### config.mk
export PLATFORM = sky130hd
export DESIGN_NAME = wb_store_buffer
export DESIGN_NICKNAME = d
export VERILOG_FILES = /design/src/rtl/wb_store_buffer_pkg.sv /design/src/rtl/wb_fwd_select.sv /design/src/rtl/wb_store_buffer.sv
export SDC_FILE = /design/constraint.sdc
export NUM_CORES = 1
export LEC_CHECK = 0
export ABC_AREA = 1
export ABC_CLOCK_PERIOD_IN_PS = 9900
export BUFFER_PORTS_ARGS = -buffer_cell sky130_fd_sc_hd__buf_2
export CAP_MARGIN = 20
export CORE_ASPECT_RATIO = 1.75
export CORE_MARGIN = 2
export CORE_UTILIZATION = 61
export CTS_CLUSTER_SIZE = 30
export DETAILED_ROUTE_END_ITERATION = 12
export HOLD_SLACK_MARGIN = 0.1
export PLACE_DENSITY = 0.95
export RECOVER_POWER = 25
export SLEW_MARGIN = 5
export SYNTH_ARGS = -nofsm -noshare
export SYNTH_HDL_FRONTEND = slang
export SYNTH_SLANG_ARGS = --single-unit
### constraint.sdc
create_clock -name clk -period 9.9 [get_ports clk]
set_clock_uncertainty 0.2 [all_clocks]
set_input_delay 0.99 -clock clk [delete_from_list [all_inputs] [get_ports clk]]
set_output_delay 0.99 -clock clk [all_outputs]
set_load 0.05 [all_outputs]
### src/rtl/wb_store_buffer_pkg.sv
// Shared pipeline package for the write-back store buffer: size encodings and default
// geometry. The optional load-forwarding feature is enabled with WB_STORE_FWD_EN.
package wb_store_buffer_pkg;

    localparam int SB_DEPTH  = 4;
    localparam int SB_PA_W   = 15;
    localparam int SB_DATA_W = 32;

    localparam logic [1:0] SZ_1B = 2'b00;
    localparam logic [1:0] SZ_2B = 2'b01;
    localparam logic [1:0] SZ_3B = 2'b10;
    localparam logic [1:0] SZ_4B = 2'b11;

endpackage

### src/rtl/wb_fwd_select.sv
// Youngest-match priority selector for store-to-load forwarding (used under WB_STORE_FWD_EN).
// Inputs are age-ordered: index 0 is the oldest occupied slot, index N-1 the youngest.
module wb_fwd_select
    import wb_store_buffer_pkg::*;
#(
    parameter int N      = SB_DEPTH,
    parameter int DATA_W = SB_DATA_W
) (
    input  logic [N-1:0]        match,
    input  logic [N*DATA_W-1:0] data_ord,
    input  logic [N*2-1:0]      size_ord,
    output logic                hit,
    output logic [DATA_W-1:0]   data,
    output logic [1:0]          size
);

    assign hit = |match;

    // Later (younger) matches overwrite earlier ones, so the last hit wins.
    always_comb begin
        data = '0;
        size = SZ_1B;
        for (int k = 0; k < N; k++) begin
            if (match[k]) begin
                data = data_ord[k*DATA_W +: DATA_W];
                size = size_ord[k*2 +: 2];
            end
        end
    end

endmodule

### src/rtl/wb_store_buffer.sv
// Write-back store buffer: in-order circular FIFO of stores drained to memory.
// Define WB_STORE_FWD_EN to add store-to-load forwarding ports.
module wb_store_buffer
    import wb_store_buffer_pkg::*;
#(
    parameter int DEPTH  = SB_DEPTH,
    parameter int PA_W   = SB_PA_W,
    parameter int DATA_W = SB_DATA_W
) (
    input  logic                   clk,
    input  logic                   rst,
    input  logic                   enq_v,
    input  logic [PA_W-1:0]        enq_pa,
    input  logic [DATA_W-1:0]      enq_data,
    input  logic [1:0]             enq_size,
    output logic                   stall,
    output logic                   full,
    output logic                   empty,
    output logic [$clog2(DEPTH):0] count,
    output logic                   mem_wr_v,
    output logic [PA_W-1:0]        mem_addr,
    output logic [DATA_W-1:0]      mem_data,
    output logic [1:0]             mem_size,
    input  logic                   mem_ack
`ifdef WB_STORE_FWD_EN
    ,
    input  logic                   ld_v,
    input  logic [PA_W-1:0]        ld_pa,
    output logic                   fwd_hit,
    output logic [DATA_W-1:0]      fwd_data,
    output logic [1:0]             fwd_size
`endif
);

    localparam int AW = $clog2(DEPTH);

    logic [AW:0]        wr_ptr, rd_ptr;
    logic [AW:0]        wr_ptr_nxt, rd_ptr_nxt, count_nxt;
    logic               enq_fire, deq_fire;
    logic [PA_W-1:0]    pa_mem   [DEPTH];
    logic [DATA_W-1:0]  data_mem [DEPTH];
    logic [1:0]         size_mem [DEPTH];

    // Handshakes: a store transfers on an edge where enq_v=1 and stall=0; the head transfers
    // on an edge where mem_wr_v=1 and mem_ack=1. A full buffer still accepts when the head leaves.
    assign deq_fire = ~empty & mem_ack;
    assign enq_fire = enq_v & (~full | mem_ack);
    assign stall    = enq_v & full & ~mem_ack;
    assign mem_wr_v = ~empty;

    assign mem_addr = pa_mem[rd_ptr[AW-1:0]];
    assign mem_data = data_mem[rd_ptr[AW-1:0]];
    assign mem_size = size_mem[rd_ptr[AW-1:0]];

    always_comb begin
        wr_ptr_nxt = wr_ptr + (AW+1)'(enq_fire);
        rd_ptr_nxt = rd_ptr + (AW+1)'(deq_fire);
        count_nxt  = wr_ptr_nxt - rd_ptr_nxt;
    end

    always_ff @(posedge clk or negedge rst) begin
        if (!rst) begin
            wr_ptr <= '0;
            rd_ptr <= '0;
            count  <= '0;
            full   <= 1'b0;
            empty  <= 1'b1;
        end else begin
            wr_ptr <= wr_ptr_nxt;
            rd_ptr <= rd_ptr_nxt;
            count  <= count_nxt;
            full   <= (count_nxt == (AW+1)'(DEPTH));
            empty  <= (count_nxt == '0);
        end
    end

    // Entry storage is deliberately left unreset; the pointers define what is valid.
    always_ff @(posedge clk) begin
        if (enq_fire) begin
            pa_mem[wr_ptr[AW-1:0]]   <= enq_pa;
            data_mem[wr_ptr[AW-1:0]] <= enq_data;
            size_mem[wr_ptr[AW-1:0]] <= enq_size;
        end
    end

`ifdef WB_STORE_FWD_EN
    logic [DEPTH-1:0]        fwd_match;
    logic [DEPTH*DATA_W-1:0] fwd_data_ord;
    logic [DEPTH*2-1:0]      fwd_size_ord;
    logic [AW-1:0]           slot;

    // Walk from the head so index k is the k-th oldest entry; only registered occupancy counts.
    always_comb begin
        fwd_match    = '0;
        fwd_data_ord = '0;
        fwd_size_ord = '0;
        slot         = '0;
        for (int k = 0; k < DEPTH; k++) begin
            slot = rd_ptr[AW-1:0] + AW'(k);
            fwd_match[k] = ld_v && (k < int'(count)) && (pa_mem[slot] == ld_pa);
            fwd_data_ord[k*DATA_W +: DATA_W] = data_mem[slot];
            fwd_size_ord[k*2 +: 2]           = size_mem[slot];
        end
    end

    wb_fwd_select #(
        .N      (DEPTH),
        .DATA_W (DATA_W)
    ) u_fwd_select (
        .match    (fwd_match),
        .data_ord (fwd_data_ord),
        .size_ord (fwd_size_ord),
        .hit      (fwd_hit),
        .data     (fwd_data),
        .size     (fwd_size)
    );
`endif

endmodule
# Word level (Yosys, flattened, before mapping)
# Memories as Yosys holds them, arrays and structs flattened.
# Cells that the tools add are included.
# classes
bitwise_logic	8
n_mux	2
n_reduce_logical	1
addsub	3
eq_ne	1
# op_table
cell	n
3-bit by 1-bit adder with 3-bit output	2
1-bit AND	4
3-bit equality test, second input constant	1
3-bit logical NOT	1
1-bit inverter	3
3-bit subtractor	1
1-bit two-way mux	2
1-bit OR	1
# totals
word_cells	23
register_bits	11
inputBits	53
out_inout_bits	56
mem_count	3
ramBits	196
# memory_table
memory	depth	width	rd	rd_clocked_by_memory_dff	write_ports	line	rtl
data_mem	4	32	1	0	1	wb_store_buffer.sv:41	logic [DATA_W-1:0] data_mem [DEPTH];
pa_mem	4	15	1	0	1	wb_store_buffer.sv:40	logic [PA_W-1:0] pa_mem [DEPTH];
size_mem	4	2	1	0	1	wb_store_buffer.sv:42	logic [1:0] size_mem [DEPTH];

# Depth between registers and ports, before layout
# Gate-level depths: netlist of run 1.
# depth
ltp_word	6
mapped_depth	12
ltp_nobuf	12

# Worst setup path before layout of run 1
# OpenSTA, ideal clock, no wires.
# synth_path
path_type	input to register
startpoint	in mem_ack
endpoint	mem data_mem[0][0] (netlist name), enable pin
t_arrival_ns	4.615
setup_time_ns	0.516
n_path_buf	0
setup_slack_ns	4.569
required_time_ns	9.184
cell_stages	4
cell_sequence	inv_1 > a21oi_1 > inv_1 > nor3_1
# synth_between
elab_chain_cells	4
# synth_rtl
item	line	rtl
start, declared	wb_store_buffer.sv:24	input logic mem_ack
1-bit OR	wb_store_buffer.sv:47	assign enq_fire = enq_v & (~full | mem_ack);
1-bit AND	wb_store_buffer.sv:47	
1-bit two-way mux	wb_store_buffer.sv:79	if (enq_fire) begin
1-bit two-way mux (not written as such)	wb_store_buffer.sv:81	data_mem[wr_ptr[AW-1:0]] <= enq_data;
end, declared	wb_store_buffer.sv:41	
# Every way passes these cells.

# Worst setup path after layout of run 1
# layout_path
startpoint	reg rd_ptr[0]
endpoint	out mem_data[10]
# layout_between
elab_chain_cells	1
# layout_rtl
item	line	rtl
start, declared	wb_store_buffer.sv:37	logic [AW:0] wr_ptr, rd_ptr;
start signal, assigned	wb_store_buffer.sv:70	rd_ptr <= rd_ptr_nxt;
memory 4 x 32 bit	--	
end, declared	wb_store_buffer.sv:22	output logic [DATA_W-1:0] mem_data,
# Every way passes these cells.

==> results of run 1 <==
layer usage:
metal | global-route usage [%] | vias up | routed length, um
met1 | 31.2 | 2371 | 5760
met4 | 12.3 | 0 | 741
met3 | 4.00 | 59 | 1300
li1 | - | 2183 | -
met2 | 42.3 | 298 | 9090
met5 | 0 | - | 0
kinds of logic (layout without fill, tap and decap cells):
| kind of cell | after synthesis | in the layout |
|---|---|---|
| DFF | 207 | 207 |
| AOI/OAI and AO/OA | 149 | 149 |
| and+or+nand+nor | 118 | 118 |
| buffers and inverters | 48 | 164 |
| adders and majority gates | 6 | 6 |
| xor gates and xnor gates | 1 | 1 |
Yosys cell counts:
| cell type | count |
|---|---|
| inv_2 | 1 |
| clkbuf_2 | 4 |
| clkbuf_1 | 6 |
| nand2_1 | 10 |
| buf_2 | 12 |
| nand3_1 | 3 |
| dfrtp_1 | 10 |
| o22ai_1 | 49 |
| nor2_1 | 101 |
| fa_1 | 1 |
| a21oi_1 | 2 |
| nor3_1 | 4 |
| edfxtp_1 | 196 |
| inv_6 | 1 |
| xnor2_1 | 1 |
| ha_1 | 5 |
| buf_4 | 2 |
| dfstp_2 | 1 |
| o21ai_0 | 93 |
| buf_6 | 7 |
| o21ai_1 | 5 |
| inv_1 | 15 |
layout make-up:
| cell class | instances | area [um^2] |
|---|---|---|
| Sequential cell | 207 | 6160 |
| Timing Repair Buffer | 118 | 577 |
| Tap cell | 168 | 210 |
| Fill cell | 825 | 3510 |
| Inverter | 17 | 68.8 |
| Clock inverter | 9 | 73.8 |
| Multi-Input combinational cell | 274 | 1370 |
| Clock buffer | 20 | 457 |
worst max path at each step:
stage                                 to
after global routing        mem_data[10]
after detailed placement    mem_data[12]
final                       mem_data[10]
after CTS                   mem_data[10]
after floorplan           data_mem[0][0]
after global placement      mem_data[27]
sequential cells by signal, summed over array words and instances (netlist names):
name,flops
data_mem,128
pa_mem,60
empty,1
size_mem,8
full,1
wr_ptr,3
rd_ptr,3
count,3
stage by stage:
step	instance area [um^2]	std cells	setup WS, ps	hold slack [ps]
floorplan	7780	529	4570	281
global placement	8430	784	6830	298
detailed placement	8430	784	6680	336
CTS	8960	813	6150	159
global route	8920	813	6050	332
finish	8920	813	6110	278
critical path, stage by stage (launching register included):
cell	delay (ps)
dfrtp_2	420
buf_4	760
o21ai_0	280
o22ai_1	330
buf_2	330
==> impl_metrics.csv, run 1 <==
group,metric,value,unit
yosys,syn_avg_cell_area,14.7,um^2
yosys,synth_top_family_by_area,"compound AO/OA/AOI/OAI gates",
final_layout,layout_commonest_cell,"edfxtp_1",
sta,fin_crit,3790,ps
final_layout,n_antenna_cell,0,
yosys,synthCells,529,
clock_network,clock_latency,470,ps
global_routing,grt.total_usage,25.2,%
global_routing,antenna_found_initial,0,
final_layout,fin_util,71.7,%
global_routing,grt_first_pass_wirelength,25900,um
clock_network,clk_path_buf_depth,3,
clock_network,tritoncts,"yes",
critical_path,start_kind,"flop",
floorplan,die_h,153,um
detailed_routing,first_pass_iters,5,
detailed_routing,drt-initial-drc-count,534,
clock_network,cts.clk_slew.worst_paths,70,ps
hold_path,hold_path.class,"in2async",
floorplan,rows,54,
floorplan,dieWidth,89.4,um
sta,drv_slew,0,
sta,tightest_slew,950,ps
final_layout,final_cell_mix,"edfxtp_1 (196), nor2_1 (101), o21ai_0 (93)",
place,gp_congestion,0.791,
critical_path,crit-reg2reg-launch,"rd_ptr[0]",
final_layout,final_nets,694,
job,drv_cap,0,
global_routing,grt_start_max_net_pins,100,
critical_path,path_class,"reg2out",
detailed_routing,routed_via_density,6.04,
yosys,synth_top_area_share,75.7,%
final_layout,drive_gt1_share,18.8,%
global_routing,first_global_vias,5019,
sta,finalHoldViolCount,0,
place,io_buffers,108,
clock_network,cts_max_level,1,
sta,period_share,38.3,%
detailed_routing,post_drt_wl_per_cell,20.8,um
clock_network,clock-sinks,207,
critical_path,critPathArrivalTime,2600,ps
critical_path,worst_r2r_endpoint,"full",
clock_network,clockRootBuffer,"clkbuf_16",
detailed_routing,drc,0,
sta,fmax,264,MHz
floorplan,start_util,62.6,%
clock_network,post_cts_buffers,0,
critical_path,critPathMaxFanout,99,
status,outcome,"finished, final reports clean",
sta,rsz0062_at_grt,"no",
yosys,synth_xor_area_share,0.113,%
critical_path,reg2reg_depth,10,
yosys,synth_compound_area_share,10.4,%
critical_path,cp.required,8710,ps
yosys,ys_warn_count,0,
yosys,syn-cell-area,7780,um^2
yosys,ys_types,22,
clock_network,cts_hold_buffers,0,
yosys,synth_mux_area_share,0,%
detailed_routing,num_vias,4911,
detailed_routing,wl,16900,um
place,dp_hpwl,10100,um
final_layout,syn_to_final_growth,14.7,%
detailed_routing,drt.antenna.violating_nets,0,
yosys,ys_ff_latch,207,
yosys,synthesis.nets,588,
critical_path,rrSetupSlack,6930,ps
yosys,synth_simple_gate_area_share,5.81,%
critical_path,endpoint_kind,"primary output",
floorplan,ios,109,
sta,final.setup.tns,0,ps
yosys,synthTopCellsByArea,"edfxtp_1 (76%), o21ai_0 (6.0%), nor2_1 (4.9%)",
yosys,ys_seq_area_share,79.2,%
yosys,yosys.area_share.adder,1.06,%
floorplan,dieArea,13700,um^2
clock_network,cts_resized,0,
sta,setup_viol,0,
floorplan,core,12400,um^2
yosys,yosysTopAreaCell,"edfxtp_1",
clock_network,cts_buffers,17,
sta,slew_headroom,36.6,%
global_routing,grt_overflow,0,
critical_path,critPathLaunch,"rd_ptr[0]",
Power of run 1 is not shown: default switching activity piles up to over one toggle a cycle in this logic, so the estimate is an artifact.
==> inputs of run 2 (changes only) <==
ABC_CLOCK_PERIOD_IN_PS = 3940   (was 9900)
CORE_UTILIZATION = 57   (was 61)
PLACE_DENSITY = 0.91   (was 0.95)
clock period = 3.94 ns   (was 9.9 ns; I/O delays follow)
==> impl_metrics.csv, run 2 (synthesized netlist as in run 1, its figures left out) <==
group,metric,value,unit
global_routing,first_global_vias,5293,
clock_network,cts_max_level,1,
floorplan,core,13400,um^2
place,place_area,8410,um^2
status,outcome,"finished, final reports clean",
global_routing,antenna_found_initial,1,
detailed_routing,drt-initial-drc-count,490,
clock_network,clk_path_buf_depth,3,
place,dp_hpwl,9040,um
final_layout,syn_to_final_growth,21.3,%
critical_path,worstPathCellList,"buf_4 -> o21ai_0 -> o22ai_1 -> buf_2",
detailed_routing,drt.antenna.violating_nets,0,
detailed_routing,drc,0,
clock_network,clock-sinks,207,
sta,fin_crit,3470,ps
critical_path,endpoint_kind,"primary output",
floorplan,die_h,159,um
detailed_routing,wl,16500,um
hold_path,hold_path.class,"in2reg",
clock_network,cts_resized,0,
critical_path,start_kind,"flop",
sta,slew_headroom,38.6,%
clock_network,clockRootBuffer,"clkbuf_16",
global_routing,grt_first_pass_wirelength,25600,um
floorplan,start_util,58.1,%
floorplan,ios,109,
clock_network,post_cts_buffers,0,
place,io_buffers,108,
sta,fmax,289,MHz
sta,finalHoldViolCount,0,
critical_path,path_class,"reg2out",
global_routing,grt_overflow,0,
job,drv_cap,0,
final_layout,fin_util,70.5,%
place,gp_congestion,0.799,
floorplan,dieWidth,92.3,um
place,dp_cells,786,
detailed_routing,post_drt_wl_per_cell,19.0,um
critical_path,timing.critical_path.slowest_cell_delay,970,ps
critical_path,cp_slowest_cell,"dfrtp_2",
global_routing,grt_start_max_net_pins,99,
final_layout,nFillCells,867,
clock_network,cts_buffers,18,
critical_path,critPathMaxFanout,51,
final_layout,fin_cells,869,
clock_network,clock_latency,470,ps
final_layout,drive_gt1_share,16.9,%
critical_path,cp.required,3350,ps
clock_network,cts_hold_buffers,50,
final_layout,final_nets,741,
global_routing,grt.total_usage,22.5,%
final_layout,final_cell_mix,"edfxtp_1 (196), nor2_1 (101), o21ai_0 (93)",
final_layout,largest_reg_flops,128,
sta,setup_viol,0,
sta,drv_slew,0,
floorplan,dieArea,14600,um^2
final_layout,layout_commonest_cell,"edfxtp_1",
detailed_routing,num_vias,5007,
floorplan,rows,56,
clock_network,tritoncts,"yes",
detailed_routing,first_pass_iters,5,
detailed_routing,routed_via_density,5.76,
clock_network,cts.clk_slew.worst_paths,70,ps
sta,period_share,87.9,%
sta,rsz0062_at_grt,"no",
sta,tightest_slew,922,ps
final_layout,stdcell_area,9440,um^2
sta,final.setup.tns,0,ps
critical_path,critPathArrivalTime,2870,ps
-- run 2: changes by cell type in the layout (fill, tap and decap cells not counted), moves of 2 or more --
| cell | before | now |
|---|---|---|
| clkinv_1 | 2 | 4 |
| clkinv_2 | 4 | 2 |
| buf_4 | 10 | 6 |
| clkbuf_16 | 17 | 19 |
| dlygate4sd3_1 | 0 | 50 |
-- run 2: area by class of cell --
cell class	instances	area, um^2	share of cell area, %
diodes	1	2.50	0.0265
clock inverters	7	36.3	0.385
multi-input cells	274	1370	14.5
well taps	174	218	2.31
repair buffers	164	1050	11.1
inverters	17	68.8	0.729
flip-flops and latches	207	6160	65.3
clock buffers	25	528	5.60
-- run 2: metal layers --
layer  up-vias  track usage [%]  routed length (um)
met5         -                0                   0
met3        46             4.54                1000
met4         0             11.2                 504
met1      2468             25.6                6160
met2       221             40.1                8890
li1       2272                -                   -
-- run 2: worst paths after layout --
path,to,start,slack (ps),depth (start not counted)
min in group asynchronous,rd_ptr[2],rst,220,2
max in group asynchronous,rd_ptr[0],rst,2910,2
min,rd_ptr[0],mem_ack,210,4
min reg2reg,rd_ptr[2],rd_ptr[2],360,2
max,mem_data[6],rd_ptr[0],470,4
max reg2reg,full,rd_ptr[0],1230,8
-- run 2: critical path: cells and delay by family (launching register included) --
family                 cells  cell delay (ps)
AOI/OAI and AO/OA          2              520
buffers and inverters      2              870
DFF                        1              970
-- run 2: per-stage QoR --
| stage | setup WS [ps] | hold WS (ps) |
|---|---|---|
| after global placement | 1180 | 66.8 |
| after global routing | 328 | 233 |
| final | 475 | 209 |
| after CTS | 508 | 106 |
| after floorplan | -1020 | -102 |
| after detailed placement | 1060 | 73.4 |
Power of run 2 is left out for the same reason.
==> inputs of run 3 (changes only) <==
BUFFER_PORTS_ARGS = unset   (was -buffer_cell sky130_fd_sc_hd__buf_2)
CAP_MARGIN = unset   (was 20)
CORE_UTILIZATION = 62   (was 57)
DONT_BUFFER_PORTS = 1   (was unset)
PLACE_DENSITY = 0.76   (was 0.91)
==> impl_metrics.csv, run 3 (synthesized netlist as in run 1, its figures left out) <==
group,metric,value,unit
status,outcome,"finished, final reports clean",
clock_network,clock_latency,470,ps
critical_path,crit-reg2reg-launch,"full",
detailed_routing,drc,0,
floorplan,start_util,62.9,%
global_routing,grt_start_max_net_pins,99,
clock_network,cts_max_level,1,
global_routing,grt.total_usage,23.8,%
clock_network,cts.clk_slew.worst_paths,70,ps
sta,rsz0062_at_grt,"no",
place,io_buffers,0,
clock_network,post_cts_buffers,0,
critical_path,critPathLaunch,"rd_ptr[1]",
detailed_routing,drt-initial-drc-count,424,
detailed_routing,routed_via_density,5.86,
clock_network,tritoncts,"yes",
detailed_routing,routed-wl-met2,8610,um
final_layout,syn_to_final_growth,20.8,%
global_routing,first_global_vias,4850,
sta,setup_viol,0,
hold_path,hold_path.class,"in2async",
place,dp_hpwl,8900,um
critical_path,cp.required,3350,ps
clock_network,clk_path_buf_depth,3,
detailed_routing,met3_length,1120,um
clock_network,cts_buffers,18,
final_layout,stdcell_area,9400,um^2
job,drv_cap,0,
critical_path,critPathMaxFanout,26,
global_routing,grt_overflow,0,
critical_path,critPathArrivalTime,2520,ps
final_layout,fin_util,76.0,%
floorplan,ios,109,
final_layout,final_cell_mix,"edfxtp_1 (196), nor2_1 (101), o21ai_0 (93)",
detailed_routing,num_vias,4764,
detailed_routing,wl_met1,5860,um
place,place_area,8300,um^2
detailed_routing,first_pass_iters,5,
sta,slew_headroom,41.2,%
floorplan,core,12400,um^2
floorplan,dieArea,13500,um^2
clock_network,cts_hold_buffers,51,
floorplan,die_h,152,um
critical_path,endpoint_kind,"primary output",
sta,finalHoldViolCount,0,
detailed_routing,drt.antenna.violating_nets,0,
sta,fmax,322,MHz
critical_path,path_class,"reg2out",
sta,drv_slew,0,
final_layout,multiInputGateArea,1370,um^2
final_layout,nFillCells,718,
clock_network,clockRootBuffer,"clkbuf_16",
critical_path,start_kind,"flop",
clock_network,clock-sinks,207,
sta,period_share,78.9,%
final_layout,final_nets,691,
sta,fin_crit,3110,ps
global_routing,antenna_found_initial,1,
floorplan,rows,54,
final_layout,largest_reg_flops,128,
floorplan,dieWidth,88.7,um
final_layout,seq_area,6160,um^2
place,gp_congestion,0.742,
clock_network,cts_resized,0,
final_layout,layout_commonest_cell,"edfxtp_1",
detailed_routing,wl,16000,um
sta,final.setup.tns,0,ps
global_routing,grt_first_pass_wirelength,24500,um
detailed_routing,post_drt_wl_per_cell,19.7,um
sta,fin_hold_ws,114,ps
sta,tightest_slew,879,ps
detailed_routing,top_layer_used,"met4",
final_layout,drive_gt1_share,15.1,%
## run 3: cell count changes in the layout (fill, tap and decap cells not counted), moves of 2 or more
cell / before / now
buf_2: 78 / 0
buf_4: 6 / 62
bufinv_16: 0 / 2
clkbuf_1: 33 / 4
clkbuf_8: 3 / 0
clkinv_1: 4 / 2
clkinv_2: 2 / 4
## run 3: final cells by class
type | count | area share [%]
Multi-Input combinational cell | 274 | 14.6
Clock buffer | 23 | 5.22
Antenna cell | 1 | 0.0266
Tap cell | 168 | 2.24
Clock inverter | 9 | 1.03
Timing Repair Buffer | 114 | 10.6
Sequential cell | 207 | 65.6
Inverter | 17 | 0.732
## run 3: final timing paths
kind	endpoint	slack, ps	cells after the start
min in group clk	wr_ptr[0]	120	3
min	count[0]	110	1
min reg2reg	rd_ptr[2]	380	2
max	mem_data[22]	830	6
max in group asynchronous	rd_ptr[0]	3070	1
max reg2reg	full	1360	11
## run 3: worst max-delay path, cell delays in order (launching register included)
cell	delay, ps
dfrtp_1	570
buf_4	320
inv_2	140
buf_4	320
o21ai_0	170
o22ai_1	250
buf_4	260
## run 3: stage by stage
step	setup slack, ps	instances
global placement	1450	729
detailed placement	1380	729
global route	745	813
finish	830	813
CTS	844	812
floorplan	-1020	529
## run 3: per-layer routing
metal	GRT usage [%]	up-vias
met1	30.7	2343
met2	40.2	208
met4	8.66	0
met3	4.01	36
li1	-	2177
met5	0	-
Power of run 3 is left out for the same reason.
